==> config.mk <==
export PLATFORM = sky130hd
export DESIGN_NAME = branch_pred_unit
export DESIGN_NICKNAME = d
export VERILOG_FILES = /design/src/rtl/bpred_pkg.sv /design/src/rtl/bht_table.sv /design/src/rtl/branch_pred_unit.sv
export SDC_FILE = /design/constraint.sdc
export NUM_CORES = 1
export LEC_CHECK = 0
export CORE_MARGIN = 2
export CORE_UTILIZATION = 49
export CTS_CLUSTER_SIZE = 12
export DETAILED_ROUTE_END_ITERATION = 8
export PLACE_DENSITY = 0.79
export SLEW_MARGIN = 20
export SYNTH_ARGS = -nofsm -noshare
export SYNTH_HDL_FRONTEND = slang
export SYNTH_SLANG_ARGS = --single-unit
==> constraint.sdc <==
create_clock -name clk -period 3.6 [get_ports clk]
set_input_delay 0.36 -clock clk [delete_from_list [all_inputs] [get_ports clk]]
set_output_delay 0.36 -clock clk [all_outputs]
set_load 0.005 [all_outputs]
==> src/rtl/bpred_pkg.sv <==
// Shared constants for the branch prediction unit: branch_sel codes, NPC-mux
// encodings and 2-bit saturating counter helpers.
package bpred_pkg;

  localparam logic [3:0] BR_NPC   = 4'd0;
  localparam logic [3:0] BR_OFFPC = 4'd1;
  localparam logic [3:0] BR_NEQ   = 4'd2;
  localparam logic [3:0] BR_EQ    = 4'd3;
  localparam logic [3:0] BR_SLT   = 4'd4;
  localparam logic [3:0] BR_ULT   = 4'd5;
  localparam logic [3:0] BR_SGT   = 4'd6;
  localparam logic [3:0] BR_UGT   = 4'd7;
  localparam logic [3:0] BR_JALR  = 4'd8;

  localparam logic [1:0] NPC_PLUS4      = 2'b00;
  localparam logic [1:0] NPC_PC_OFFSET  = 2'b01;
  localparam logic [1:0] NPC_REG_OFFSET = 2'b10;
  localparam logic [1:0] NPC_INTERRUPT  = 2'b11;

  localparam logic [1:0] CNT_INIT   = 2'b01;
  localparam logic [1:0] CNT_SAT_HI = 2'b11;
  localparam logic [1:0] CNT_SAT_LO = 2'b00;

  function automatic logic [1:0] cnt_next(input logic [1:0] cnt, input logic taken);
    if (taken) return (cnt == CNT_SAT_HI) ? cnt : cnt + 2'd1;
    else       return (cnt == CNT_SAT_LO) ? cnt : cnt - 2'd1;
  endfunction

endpackage

==> src/rtl/bht_table.sv <==
// Branch history table: 2-bit saturating counters with one asynchronous read
// port and one synchronous update port (no read/write bypass).
module bht_table
  import bpred_pkg::*;
#(
  parameter int DEPTH = 64,
  parameter int IDX_W = $clog2(DEPTH)
) (
  input  logic             clk,
  input  logic             rstn,
  input  logic [IDX_W-1:0] rd_idx_i,
  output logic [1:0]       rd_cnt_o,
  input  logic             wr_en_i,
  input  logic [IDX_W-1:0] wr_idx_i,
  input  logic             wr_taken_i
);

  logic [1:0] cnt_q [DEPTH];

  assign rd_cnt_o = cnt_q[rd_idx_i];

  always_ff @(posedge clk or negedge rstn) begin
    if (!rstn) begin
      for (int i = 0; i < DEPTH; i++) cnt_q[i] <= CNT_INIT;
    end else if (wr_en_i) begin
      cnt_q[wr_idx_i] <= cnt_next(cnt_q[wr_idx_i], wr_taken_i);
    end
  end

endmodule

==> src/rtl/branch_pred_unit.sv <==
// Branch predict (ID) and resolve (EX) unit with registered redirect.
// Optional JALR target buffer enabled by defining BPRED_BTB_EN.
module branch_pred_unit
  import bpred_pkg::*;
#(
  parameter int XLEN      = 32,
  parameter int BHT_DEPTH = 64,
  parameter int CNT_W     = 32,
  parameter int BTB_DEPTH = 16
) (
  input  logic             clk,
  input  logic             rstn,
  input  logic             id_valid,
  input  logic [3:0]       id_branch_sel,
  input  logic [XLEN-1:0]  id_pc,
  input  logic [XLEN-1:0]  id_imm,
  output logic             id_pred_taken,
  output logic [XLEN-1:0]  id_pred_target,
  input  logic             ex_valid,
  input  logic [3:0]       ex_branch_sel,
  input  logic [XLEN-1:0]  ex_sr1,
  input  logic [XLEN-1:0]  ex_sr2,
  input  logic [XLEN-1:0]  ex_imm,
  input  logic [XLEN-1:0]  ex_pc,
  input  logic             ex_pred_taken,
  input  logic [XLEN-1:0]  ex_pred_target,
  output logic             redirect,
  output logic [XLEN-1:0]  redirect_pc,
  output logic [1:0]       npc_mux_sel,
  output logic [CNT_W-1:0] br_cnt,
  output logic [CNT_W-1:0] mis_cnt
);

  localparam int IDX_W = $clog2(BHT_DEPTH);

  logic             redirect_q;
  logic [XLEN-1:0]  redirect_pc_q;
  logic [1:0]       npc_sel_q, npc_sel_d;
  logic [CNT_W-1:0] br_cnt_q, mis_cnt_q;
  logic [1:0]       bht_cnt;
  logic             ex_act, ex_taken, ex_mispredict, ex_is_br, ex_is_cond;
  logic [XLEN-1:0]  ex_target, ex_next_pc;
  logic             btb_hit;
  logic [XLEN-1:0]  btb_target;

  // A redirect in flight means EX holds a wrong-path instruction.
  assign ex_act     = ex_valid && !redirect_q;
  assign ex_is_cond = (ex_branch_sel >= BR_NEQ) && (ex_branch_sel <= BR_UGT);
  assign ex_is_br   = (ex_branch_sel >= BR_OFFPC) && (ex_branch_sel <= BR_JALR);

  bht_table #(.DEPTH(BHT_DEPTH)) u_bht (
    .clk        (clk),
    .rstn       (rstn),
    .rd_idx_i   (id_pc[IDX_W+1:2]),
    .rd_cnt_o   (bht_cnt),
    .wr_en_i    (ex_act && ex_is_cond),
    .wr_idx_i   (ex_pc[IDX_W+1:2]),
    .wr_taken_i (ex_taken)
  );

`ifdef BPRED_BTB_EN
  localparam int BTB_IDX_W = $clog2(BTB_DEPTH);
  localparam int TAG_W     = XLEN - 2 - BTB_IDX_W;

  logic [BTB_DEPTH-1:0] btb_valid_q;
  logic [TAG_W-1:0]     btb_tag_q [BTB_DEPTH];
  logic [XLEN-1:0]      btb_tgt_q [BTB_DEPTH];
  logic [BTB_IDX_W-1:0] id_btb_idx, ex_btb_idx;

  assign id_btb_idx = id_pc[BTB_IDX_W+1:2];
  assign ex_btb_idx = ex_pc[BTB_IDX_W+1:2];
  assign btb_hit    = btb_valid_q[id_btb_idx] &&
                      (btb_tag_q[id_btb_idx] == id_pc[XLEN-1:BTB_IDX_W+2]);
  assign btb_target = btb_tgt_q[id_btb_idx];

  always_ff @(posedge clk or negedge rstn) begin
    if (!rstn) btb_valid_q <= '0;
    else if (ex_act && ex_branch_sel == BR_JALR) btb_valid_q[ex_btb_idx] <= 1'b1;
  end

  // Tag/target storage needs no reset; the valid bits gate every hit.
  always_ff @(posedge clk) begin
    if (ex_act && ex_branch_sel == BR_JALR) begin
      btb_tag_q[ex_btb_idx] <= ex_pc[XLEN-1:BTB_IDX_W+2];
      btb_tgt_q[ex_btb_idx] <= ex_target;
    end
  end
`else
  assign btb_hit    = 1'b0;
  assign btb_target = '0;
`endif

  always_comb begin
    id_pred_taken  = 1'b0;
    id_pred_target = id_pc + XLEN'(4);
    if (id_valid) begin
      case (id_branch_sel)
        BR_OFFPC: begin
          id_pred_taken  = 1'b1;
          id_pred_target = id_pc + id_imm;
        end
        BR_NEQ, BR_EQ, BR_SLT, BR_ULT, BR_SGT, BR_UGT: begin
          id_pred_taken  = bht_cnt[1];
          id_pred_target = id_pc + id_imm;
        end
        BR_JALR: begin
          if (btb_hit) begin
            id_pred_taken  = 1'b1;
            id_pred_target = btb_target;
          end
        end
        default: ;
      endcase
    end
  end

  always_comb begin
    ex_taken = 1'b0;
    case (ex_branch_sel)
      BR_OFFPC: ex_taken = 1'b1;
      BR_NEQ:   ex_taken = (ex_sr1 != ex_sr2);
      BR_EQ:    ex_taken = (ex_sr1 == ex_sr2);
      BR_SLT:   ex_taken = ($signed(ex_sr1) < $signed(ex_sr2));
      BR_ULT:   ex_taken = (ex_sr1 < ex_sr2);
      BR_SGT:   ex_taken = ($signed(ex_sr1) > $signed(ex_sr2));
      BR_UGT:   ex_taken = (ex_sr1 > ex_sr2);
      BR_JALR:  ex_taken = 1'b1;
      default:  ex_taken = 1'b0;
    endcase
  end

  assign ex_target     = (ex_branch_sel == BR_JALR) ? ((ex_sr1 + ex_imm) & ~XLEN'(1))
                                                    : (ex_pc + ex_imm);
  assign ex_next_pc    = ex_taken ? ex_target : (ex_pc + XLEN'(4));
  assign ex_mispredict = (ex_taken != ex_pred_taken) ||
                         (ex_taken && (ex_target != ex_pred_target));
  assign npc_sel_d     = (ex_branch_sel == BR_JALR) ? NPC_REG_OFFSET :
                         ex_taken ? NPC_PC_OFFSET : NPC_PLUS4;

  always_ff @(posedge clk or negedge rstn) begin
    if (!rstn) begin
      redirect_q    <= 1'b0;
      redirect_pc_q <= '0;
      npc_sel_q     <= NPC_PLUS4;
      br_cnt_q      <= '0;
      mis_cnt_q     <= '0;
    end else begin
      redirect_q <= ex_act && ex_mispredict;
      if (ex_act) begin
        redirect_pc_q <= ex_next_pc;
        npc_sel_q     <= npc_sel_d;
        if (ex_is_br && br_cnt_q != {CNT_W{1'b1}}) br_cnt_q <= br_cnt_q + CNT_W'(1);
        if (ex_mispredict && mis_cnt_q != {CNT_W{1'b1}}) mis_cnt_q <= mis_cnt_q + CNT_W'(1);
      end
    end
  end

  assign redirect    = redirect_q;
  assign redirect_pc = redirect_pc_q;
  assign npc_mux_sel = npc_sel_q;
  assign br_cnt      = br_cnt_q;
  assign mis_cnt     = mis_cnt_q;

endmodule

# After elaboration in Yosys (flattened, before gate mapping)

Index checks and enable logic that the tools add are counted.

$add $sub $neg: 9
Order comparisons: 11
Eq/ne operators: 22
Muxes and demuxes: 22
Bitwise gates (word level): 2
Reductions and logical operators: 17

Operators by type and width:

| cell                                                        | number |
|---|---|
| bitwise mux 128 bit                                         | 1 |
| two-way mux 32 bit                                          | 4 |
| adder 32 bit                                                | 3 |
| adder 32 x 1 -> 32 bit (second input constant)              | 2 |
| adder 32 x 3 -> 32 bit (second input constant)              | 2 |
| > comparator 32 bit                                         | 2 |
| less-than comparator 32 bit                                 | 2 |
| != test 32 bit                                              | 2 |
| != test 32 bit (second input constant)                      | 2 |
| equality test 32 bit                                        | 1 |
| equality test 4 x 3 -> 1 bit (second input constant)        | 8 |
| binary-select mux 2 bit (select 6 bit)                      | 2 |
| two-way mux 2 bit                                           | 10 |
| equality test 4 x 2 -> 1 bit (second input constant)        | 4 |
| greater-or-equal comparator 7 bit (second input constant)   | 2 |
| NOT 6 -> 7 bit                                              | 2 |
| demux 2 bit (select 6 bit)                                  | 1 |
| logical AND 1 bit                                           | 9 |
| equality test 4 x 1 -> 1 bit (second input constant)        | 2 |
| less-than comparator 7 x 1 -> 1 bit (second input constant) | 1 |
| case mux 1 bit (7 select lines)                             | 1 |
| OR reduction 7 bit                                          | 1 |
| OR reduction 6 bit                                          | 1 |
| equality test 4 bit (second input constant)                 | 1 |
| other kinds (15)                                            | 17 |

Register bits: 227
Input port bits: 237
Output and inout bits: 132
Word-level logic and storage cells: 152

# Depth between registers and ports, before layout

Depth in word-level cells: 9
Gate-level depth with buffers: 18
Depth with buffers taken out: 17

# Hierarchy

Synthesis repeated with hierarchy kept, for this count alone.

Cells, all modules: 2363
Area total of the unflattened synthesis: 20138.1 µm²

By module, submodules not included:

| module           | instances | cells an instance | area each (µm²) | sequential area each (µm²) |
|---|---|---|---|---|
| branch_pred_unit | 1         | 1665              | 12856.1         | 2477.4 |
| bht_table        | 1         | 698               | 7282.0          | 3283.1 |

# Least setup slack after synthesis

Ideal clock, no wire load.

Kind: input to register
Start: input ex_imm[2]
End: register mis_cnt_q[1], in the netlist mis_cnt[1]
Setup time: 0.127 ns
Arrival: 3.802 ns
Required time: 3.473 ns
Path slack: -0.330 ns
Stages: 16
Buffers on the path: 2
Path through: ha_1 -> o21ai_0 -> o21ai_1 -> and4bb_1 -> o31a_1 -> a31oi_1 -> o2bb2ai_1 -> mux2_2 -> a2111oi_2 -> a211oi_1 -> a211oi_1 -> nand4b_1 -> o211ai_2 -> buf_6 -> buf_8 -> mux2_1

Longest elaborated chain between the ends: 7
Elaborated cells between the ends (all ways): 8
Classes of those cells: add/sub (2); eq/ne (1); mux (1); reduce/logical (4)

Ends and longest elaborated chain:

| what                                   | RTL line                                         | RTL |
|---|---|---|
| start: declaration                     | branch_pred_unit.sv:23                           | `input logic [XLEN-1:0] ex_imm,` |
| adder 32 bit (on tied branches)        | branch_pred_unit.sv:133, branch_pred_unit.sv:132 |  |
| two-way mux 32 bit *                   | branch_pred_unit.sv:132                          | `assign ex_target = (ex_branch_sel == BR_JALR) ? ((ex_sr1 + ex_imm) & ~XLEN'(1))` |
| != test 32 bit *                       | branch_pred_unit.sv:136                          | `(ex_taken && (ex_target != ex_pred_target));` |
| logical AND 1 bit *                    | branch_pred_unit.sv:136                          |  |
| logical OR 1 bit *                     | branch_pred_unit.sv:135                          | `assign ex_mispredict = (ex_taken != ex_pred_taken) \|\|` |
| logical AND 1 bit *                    | branch_pred_unit.sv:153                          | `if (ex_mispredict && mis_cnt_q != {CNT_W{1'b1}}) mis_cnt_q <= mis_cnt_q + CNT_W'(1);` |
| AND reduction 2 bit (no source line) * | --                                               |  |
| end signal: assignment                 | branch_pred_unit.sv:153                          |  |
| end: declaration                       | branch_pred_unit.sv:39                           | `logic [CNT_W-1:0] br_cnt_q, mis_cnt_q;` |

Every way passes the cells marked *; elsewhere a longest branch is shown, timed or not.
A chain may end at the register's enable or synchronous reset.

# Final worst setup path

Start: input id_pc[1]
End: output id_pred_target[31]

Longest elaborated chain between the ends: 3
Elaborated cells between the ends (all ways): 4
Classes of those cells: add/sub (2); mux (2)

Ends and longest elaborated chain:

| what                                                   | RTL line                                                                 | RTL |
|---|---|---|
| start: declaration                                     | branch_pred_unit.sv:15                                                   | `input logic [XLEN-1:0] id_pc,` |
| adder 32 x 3 -> 32 bit or adder 32 bit (tied branches) | branch_pred_unit.sv:95, branch_pred_unit.sv:100, branch_pred_unit.sv:104 |  |
| two-way mux 32 bit                                     | --                                                                       |  |
| two-way mux 32 bit *                                   | branch_pred_unit.sv:96                                                   | `if (id_valid) begin` |
| end: declaration                                       | branch_pred_unit.sv:18                                                   | `output logic [XLEN-1:0] id_pred_target,` |

Marked as above.

==> impl_metrics.py <==
metrics = {
    "outcome": {
        "status": "finished, violations left",
        "violations": "setup timing",
    },
    "synthesis": {
        "post_synth_num_cell_types": 96,
        "yosys.area.top_type_share": 0.215,
        "synth_cells": 2353,
        "synth_common_cells": "nand2_1 (323), nor2_1 (232), o21ai_0 (216)",
        "synth_most_common_cell": "nand2_1",
        "synth_area_leaders": "dfrtp_1 (22%), dfstp_2 (8.9%), ha_1 (8.4%)",
        "syn-num-nets": 2721,
        "synth_ff_type": "dfrtp_1",
        "seq_area_frac_synth": 0.304,
        "synth_async_sr_flop_share": 1.00,
        "synth_edf_count": 0,
        "synth_warnings": 0,
        "avgSynthCellArea_um2": 8.06,
        "syn_area_um2": 19000,
        "synth_area_leader_cell": "dfrtp_1",
        "ys_ff_latch": 227,
    },
    "grt": {
        "overflow": 0,
        "antenna_found_initial": 0,
        "grt_usage": 0.378,
        "grt_pass1_vias": 22200,
        "grt_pass1_wl_mm": 122,
        "grt_max_degree": 104,
    },
    "detailed_routing": {
        "avgViaCountPerCell": 6.01,
        "wl_met2_mm": 37.0,
        "top_layer": "met4",
        "drc": 0,
        "wirelength_mm": 79.4,
        "m1WireLength_mm": 31.6,
        "wire_per_inst_um": 21.3,
        "dr.pass1.iters": 7,
        "drt_iter0_drc": 2075,
        "postRouteAntennaNets": 0,
        "dr_wl_met3_mm": 6.36,
        "num_vias": 22400,
    },
    "flow_run": {
        "maxCapViolations": 0,
    },
    "final_layout": {
        "stdcell_area_um2": 29600,
        "diodes": 0,
        "fin_cells": 3720,
        "nets": 3550,
        "area_growth_pct": 56.1,
        "final_layout_size_suffix_gt1_frac": 0.299,
    },
    "floorplanning": {
        "die_area_um2": 40300,
        "die_y_um": 201,
        "row_count": 72,
        "die_x_um": 201,
        "start_util": 0.493,
        "io_pins": 369,
        "coreArea_um2": 38500,
    },
    "setup_path": {
        "crit_path_frequent_cell": "xor2_1",
        "cp-start-kind": "input port",
        "slowest_stage": "a211o_1",
        "path_class": "in -> out",
        "worst_setup_path_end_kind": "primary output",
        "crit_path_max_incr_delay_ns": 0.35,
        "crit_buf_inv": 3,
        "cp.required_ns": 3.24,
        "reg2reg_setup_slack_ns": -0.06,
        "cp.arrival_ns": 3.75,
        "critical_path.top_delay_family": "compound AO/OA/AOI/OAI gates",
        "cp_max_fo": 3,
        "path_cells": "clkbuf_4 -> ha_4 -> a21o_1 -> a21oi_2 -> o211ai_1 -> a211o_1 -> o31a_1 -> a41o_1 -> a41oi_2 -> o221ai_2 -> o41ai_4 -> buf_4 -> nor4_2 -> nor3_2 -> xor2_1 -> o21ai_1 -> xor2_1 -> buf_2",
    },
    "sta": {
        "worst_pin_slew_ns": 0.813,
        "slew_headroom": 0.450,
        "drv_slew": 0,
        "rsz0062_at_grt": "true",
        "fmax_ghz": 0.243,
        "fin_crit_ns": 4.11,
        "hold_viol": 0,
        "worst_slack_ns": -0.507,
        "setup_viol": 80,
        "fin_worst_skew_ns": 0.0292,
        "tns_ns": -12.31,
        "min_period_over_period": 1.14,
    },
    "place": {
        "io_buffers": 368,
        "dp.cells": 3610,
        "placed_area_um2": 26700,
        "dpl.hpwl_mm": 57.5,
        "place.gp.congestion": 1.02,
    },
    "clock_tree": {
        "cts-root-buf": "clkbuf_16",
        "cts_buffers": 27,
        "cts_tree": "built",
        "cts.reportedPaths.clkPinSlew_ns": 0.06,
        "clock_sinks": 227,
        "insertion_delay_ns": 0.58,
        "cts_max_level": 1,
        "clk_path_buf_depth": 3,
    },
    "min_path": {
        "min_path_type": "in -> reg",
    },
    "power": {
        "leakagePower_uw": 0.0131,
        "pwr_density_cell_nw_per_um2": 337,
        "ir_worst_vdd_v": 0.000370,
    },
}
-- cells in the final DEF, fill, tap and decap left out, drive strengths merged, types with 12 or more instances in the layout --
| cell type | n |
|---|---|
| ha | 128 |
| a22oi | 52 |
| inv | 76 |
| a31oi | 15 |
| dlygate4sd2 | 85 |
| buf | 557 |
| a21o | 30 |
| nor3 | 45 |
| a21oi | 196 |
| o21ai | 225 |
| nand4 | 54 |
| mux2i | 23 |
| a211oi | 26 |
| xor2 | 96 |
| nand2b | 12 |
| nand3 | 84 |
| clkdlybuf4s50 | 227 |
| nor4 | 16 |
| dlymetal6s2s | 17 |
| nand2 | 324 |
| dfrtp | 163 |
| dfstp | 64 |
| o21a | 18 |
| xnor2 | 133 |
| nor2 | 232 |
| o21bai | 12 |
| clkbuf | 46 |
| and3 | 24 |
-- where the power goes --
group	switching (µW)	internal (µW)
Clock	1170	1690
Sequential	216	2830
Combinational	2010	2080
-- final cells by class --
type / count / area, µm²
Multi-Input combinational cell: 1948 / 14200
Timing Repair Buffer: 905 / 7840
Clock inverter: 11 / 161
Clock buffer: 38 / 757
Sequential cell: 227 / 5760
Inverter: 73 / 274
Fill cell: 2687 / 8860
Tap cell: 518 / 648
-- worst register-to-register path: cells and delay by family, from the launching register on --
family / cells / cell delay (ns)
AO/OA/AOI/OAI: 1 / 0.46
XOR/XNOR: 1 / 0.35
buffers and inverters: 1 / 0.21
flip-flops: 1 / 0.49
AND/OR/NAND/NOR: 8 / 2.04
-- final timing paths --
check                                     from                  to  depth (start not counted)
worst max-delay path                  id_pc[1]  id_pred_target[31]                         18
worst min-delay path                  ex_pc[0]      redirect_pc[0]                          4
worst max register to register     mis_cnt[11]         mis_cnt[26]                         11
worst min register to register  npc_mux_sel[0]      npc_mux_sel[0]                          2
max in group asynchronous                 rstn     u_bht.cnt_q[20]                          3
min in group asynchronous                 rstn    u_bht.cnt_q[113]                          2
-- cells by family (layout without fill, tap and decap cells) --
family,Yosys count,count (layout),synth area share
mux,43,43,0.0294
fa+ha+maj,133,133,0.0887
compound gates,680,680,0.223
xor+xnor,230,230,0.107
buf+inv,178,1027,0.0378
simple gates,862,862,0.211
flops,227,227,0.304
-- layer usage --
layer	track usage	vias to the layer above
met2	0.629	1217
met1	0.480	10700
met5	0	-
li1	-	10100
met3	0.0682	306
met4	0.175	0
-- timing repair --
item | 4_1_cts | 5_1_grt
gates cloned | 2 | 0
pin swaps | 148 | 85
endpoints found under the setup margin | 192 | 182
setup buffers | 53 | 17
resized for setup | 428 | 135
endpoints found under the hold margin | 64 | 0
hold buffers | 1 | 0
-- metrics by stage --
step / power, µW / utilization / hold slack (ns) / worst slack [ns]
2_1_floorplan: 4680 / - / 0.0644 / -0.229
3_3_place_gp: 6540 / 0.694 / 0.439 / -1.51
3_5_place_dp: 6630 / 0.694 / 0.450 / -1.54
4_1_cts: 9790 / 0.759 / 0.207 / -0.366
5_1_grt: 10400 / 0.770 / 0.182 / -0.603
6_report: 9990 / 0.770 / 0.167 / -0.507
-- sequential cells by signal, summed over array words and instances (netlist names) --
| register | cells |
|---|---|
| redirect_pc | 32 |
| npc_mux_sel | 2 |
| br_cnt | 32 |
| mis_cnt | 32 |
| u_bht.cnt_q | 128 |
| redirect | 1 |
Note: power is estimated with default switching activity, not from simulation.
